<file path="src/rtl/linear_layer_q_start_fifo_shiftreg.sv">
// Start-token storage: shift-in at slot 0 on we, combinational read of slot addr.
// One-cycle write latency; no flow control here, the parent gates we.
module linear_layer_q_start_fifo_shiftreg #(
  parameter int DATA_WIDTH = 1,
  parameter int ADDR_WIDTH = 1,
  parameter int DEPTH      = 2
) (
  input  logic                  clk,
  input  logic                  we,
  input  logic [ADDR_WIDTH-1:0] addr,
  input  logic [DATA_WIDTH-1:0] din,
  output logic [DATA_WIDTH-1:0] dout
);

  logic [DATA_WIDTH-1:0] mem_q [DEPTH];
  logic [DATA_WIDTH-1:0] mem_d [DEPTH];

  always_comb begin
    for (int i = 0; i < DEPTH; i++) begin
      mem_d[i] = mem_q[i];
    end
    if (we) begin
      mem_d[0] = din;
      for (int i = 1; i < DEPTH; i++) begin
        mem_d[i] = mem_q[i-1];
      end
    end
  end

  // Contents are deliberately not reset; occupancy tracking lives in the parent.
  always_ff @(posedge clk) begin
    for (int i = 0; i < DEPTH; i++) begin
      mem_q[i] <= mem_d[i];
    end
  end

  // Addresses beyond DEPTH-1 are unreachable; they read zero.
  always_comb begin
    dout = '0;
    for (int i = 0; i < DEPTH; i++) begin
      if (addr == ADDR_WIDTH'(i)) begin
        dout = mem_q[i];
      end
    end
  end

endmodule

</file>
<file path="src/rtl/linear_layer_q_start_fifo.sv">
// FWFT start-token FIFO with full_n/empty_n handshake and occupancy count.
// Write-to-read latency 1 cycle; writes gated by registered full_n, reads by empty_n.
module linear_layer_q_start_fifo #(
  parameter int DATA_WIDTH = 1,
  parameter int ADDR_WIDTH = 1,
  parameter int DEPTH      = 2
) (
  input  logic                  clk,
  input  logic                  reset,
  output logic                  if_full_n,
  input  logic                  if_write_ce,
  input  logic                  if_write,
  input  logic [DATA_WIDTH-1:0] if_din,
  output logic                  if_empty_n,
  input  logic                  if_read_ce,
  input  logic                  if_read,
  output logic [DATA_WIDTH-1:0] if_dout,
  output logic [ADDR_WIDTH:0]   if_num_data_valid,
  output logic [ADDR_WIDTH:0]   if_fifo_cap
);

  localparam logic [ADDR_WIDTH:0]   CNT_DEPTH = (ADDR_WIDTH + 1)'(DEPTH);
  localparam logic [ADDR_WIDTH:0]   CNT_ONE   = (ADDR_WIDTH + 1)'(1);
  localparam logic [ADDR_WIDTH-1:0] ADDR_ONE  = ADDR_WIDTH'(1);

  logic [ADDR_WIDTH:0]   count_q, count_d;
  logic                  empty_n_q, empty_n_d;
  logic                  full_n_q, full_n_d;
  logic                  push, pop;
  logic [ADDR_WIDTH-1:0] rd_addr;

  assign push = if_write_ce & if_write & full_n_q;
  assign pop  = if_read_ce & if_read & empty_n_q;

  always_comb begin
    count_d = count_q;
    case ({push, pop})
      2'b10:   count_d = count_q + CNT_ONE;
      2'b01:   count_d = count_q - CNT_ONE;
      default: count_d = count_q;
    endcase
    empty_n_d = (count_d != '0);
    full_n_d  = (count_d != CNT_DEPTH);
  end

  always_ff @(posedge clk) begin
    if (reset) begin
      count_q   <= '0;
      empty_n_q <= 1'b0;
      full_n_q  <= 1'b1;
    end else begin
      count_q   <= count_d;
      empty_n_q <= empty_n_d;
      full_n_q  <= full_n_d;
    end
  end

  // Newest token sits in slot 0, so the oldest is at count-1.
  assign rd_addr = count_q[ADDR_WIDTH-1:0] - ADDR_ONE;

  linear_layer_q_start_fifo_shiftreg #(
    .DATA_WIDTH (DATA_WIDTH),
    .ADDR_WIDTH (ADDR_WIDTH),
    .DEPTH      (DEPTH)
  ) u_shiftreg (
    .clk  (clk),
    .we   (push & ~reset),
    .addr (rd_addr),
    .din  (if_din),
    .dout (if_dout)
  );

  assign if_full_n         = full_n_q;
  assign if_empty_n        = empty_n_q;
  assign if_num_data_valid = count_q;
  assign if_fifo_cap       = CNT_DEPTH;

endmodule

</file>
<file path="config.mk">
export PLATFORM = sky130hd
export DESIGN_NAME = linear_layer_q_start_fifo
export DESIGN_NICKNAME = d
export VERILOG_FILES = /design/src/rtl/linear_layer_q_start_fifo_shiftreg.sv /design/src/rtl/linear_layer_q_start_fifo.sv
export SDC_FILE = /design/constraint.sdc
export NUM_CORES = 1
export LEC_CHECK = 0
export BUFFER_PORTS_ARGS = -buffer_cell sky130_fd_sc_hd__buf_4
export CORE_AREA = 10 10 47 49
export DETAILED_ROUTE_END_ITERATION = 10
export DIE_AREA = 0 0 57 59
export PLACE_DENSITY_LB_ADDON = 0.1
export SLEW_MARGIN = 5
export SYNTH_ARGS = -nofsm -noshare
export SYNTH_HDL_FRONTEND = slang
export SYNTH_SLANG_ARGS = --single-unit
</file>
<file path="constraint.sdc">
create_clock -name clk -period 1.7 [get_ports clk]
set_clock_uncertainty 0.1 [all_clocks]
set_input_delay 0.34 -clock clk [delete_from_list [all_inputs] [get_ports clk]]
set_output_delay 0.34 -clock clk [all_outputs]
set_load 0.02 [all_outputs]
</file>
==> out/qor.yml <==
status: "finished, final reports clean"
synth_mux_area_share_pct: 3.75
max_freq_ghz: 0.659
synth_compound_area_share_pct: 8.33
hp-class: "in -> reg"
cts_buffers: 3
maxCapViolCount: 0
layout_common_cells: "12 x buf_4, 4 x dfxtp_1, 3 x clkbuf_4"
io_buffers: 11
yosysWarnings: 0
n_antenna_cell: 0
rsz0062_at_grt: "no"
cts_htree_levels: 1
worst_slack_ns: 0.183
post-place-cells: 55
synth-simple-area-share_pct: 15.8
rows: 14
cts_hold_buf: 0
coreArea_um2: 1400
critPathKind: "reg -> reg"
clkSinkCount: 6
place_ws_ns: -0.000234
cts.path.max_buffers: 2
seq_area_um2: 140
synth_top_family_by_area: "simple AND/OR/NAND/NOR gates"
avgViaCountPerCell: 4.05
initial_core_util_pct: 21.4
yosysSeqAreaShare_pct: 46.7
layout_commonest_cell: "buf_4"
netlist_instances: 30
drt.antenna.violating_nets: 0
cp-end-kind: "flip-flop"
first_pass_iters: 2
antenna_found_initial: 0
cp.required_ns: 1.73
wl_um: 678
syn_nets: 38
synth_seq_cells: 6
syn_area_per_cell_um2: 10.0
cts_setup_buffers: 0
finalSetupViolations: 0
finalNonFillerCells: 58
num_vias: 235
die-area_um2: 3360
grt_usage_pct: 4.22
synth_fa_ha_area_share_pct: 4.17
drive_gt1_share_pct: 38.1
slew_viol_final: 0
syn_area_um2: 300
wl_per_cell_um: 11.7
synth.distinct_cells: 22
fin_setup_tns_ns: 0
final_core_util_pct: 29.0
clk_pin_slew_worst_paths_ns: 0.04
finalHoldViolations: 0
cts_resized: 0
cts_root_buffer: "clkbuf_4"
synth_xor_area_share_pct: 8.75
worstPathMaxFanout: 6
grt_max_degree: 8
tritoncts: "built"
grt_pass1_wl_um: 979
insertion_delay_ns: 0.24
nets: 52
total_power_mw: 0.397
finalCritPeriodShare_pct: 89.2
dpl.hpwl_um: 547
worst_setup_path_start_kind: "flip-flop"
gp_congestion: 0.701
ir_drop_v: 0.000347
p_per_area_nw_per_um2: 977
overflow: 0
multi_input_area_um2: 130
pin_count: 14
area_delta_synth_final_pct: 35.4
drt_first_iter_violations: 4
power_leakage_nw: 0.185
dieWidth_um: 57
fillCellCount: 164
grt_pass1_vias: 207
arrival_ns: 1.55
die_h_um: 59
drc: 0
period_needed_ns: 1.52
-- critical path, cell delays in order (launching register included) --
cell,delay [ns]
dfxtp_1,0.30
and3_1,0.15
ha_1,0.36
or2b_1,0.24
o22ai_1,0.18
nand2b_1,0.07
-- Yosys cell counts --
cell type | number | area [um^2]
nand2b_1 | 1 | 6.26
inv_1 | 1 | 3.75
and3_1 | 1 | 6.26
buf_4 | 2 | 15.0
nand2_1 | 1 | 3.75
or3_1 | 1 | 6.26
nand3_1 | 1 | 5.00
or2b_1 | 1 | 7.51
buf_6 | 1 | 11.3
nor2_1 | 2 | 7.51
ha_1 | 1 | 12.5
a21oi_1 | 1 | 5.00
dfxtp_1 | 4 | 80.1
conb_1 | 2 | 7.51
xor2_1 | 2 | 17.5
xnor2_1 | 1 | 8.76
o22ai_1 | 1 | 6.26
mux2_2 | 1 | 11.3
o21ai_0 | 1 | 5.00
nor3_1 | 1 | 5.00
a311oi_1 | 1 | 8.76
edfxtp_1 | 2 | 60.1
-- cell type report --
cell class,instances,share of cell area [%]
multi-input cells,20,32.0
well taps,16,4.92
clock buffers,3,5.54
flip-flops and latches,6,34.5
repair buffers,12,22.2
inverters,1,0.923
-- worst paths after layout --
check	startpoint	to	slack [ns]	cells after the start
setup / recovery	if_empty_n	if_full_n	0.18	5
hold / removal	if_din	u_shiftreg.mem_q[0][0]	0.17	1
setup reg to reg	if_empty_n	if_full_n	0.18	5
hold reg to reg	u_shiftreg.mem_q[0][0]	u_shiftreg.mem_q[0][1]	0.35	0
-- where the power goes --
group          switching [mW]  internal (mW)  leakage [nW]  total [mW]
clock network          0.0499         0.0797        0.0138       0.130
logic                  0.0526         0.0478         0.120       0.100
registers             0.00713          0.160        0.0512       0.167
total                   0.110          0.288         0.185       0.397
-- cell families (layout without fill, tap and decap cells) --
family	Yosys count	in the layout
fa+ha+maj	1	1
compound gates	4	4
mux	1	1
other cells	2	2
flops	6	6
buf+inv	4	16
xor+xnor	3	3
simple gates	9	9
-- through the flow --
stage          hold slack [ns]  cell area [um^2]
2_1_floorplan            0.309               300
3_3_place_gp             0.336               384
3_5_place_dp             0.343               384
4_1_cts                  0.159               407
5_1_grt                  0.162               407
6_report                 0.173               407
-- state kept, by name (all words and copies together) (netlist names) --
signal             count
if_num_data_valid      2
if_empty_n             1
u_shiftreg.mem_q       2
if_full_n              1
-- metal layers --
layer / GRT usage (%) / up-vias / part of all wire, % / routed length [um]
met5: 0 / - / 0 / 0
met3: 3.43 / 2 / 9.1 / 62
met1: 3.86 / 101 / 45 / 307
met4: 5.03 / 0 / 2.8 / 19
met2: 5.27 / 11 / 42 / 287
li1: - / 121 / - / -
No activity file was read; power rests on OpenSTA's default activity.
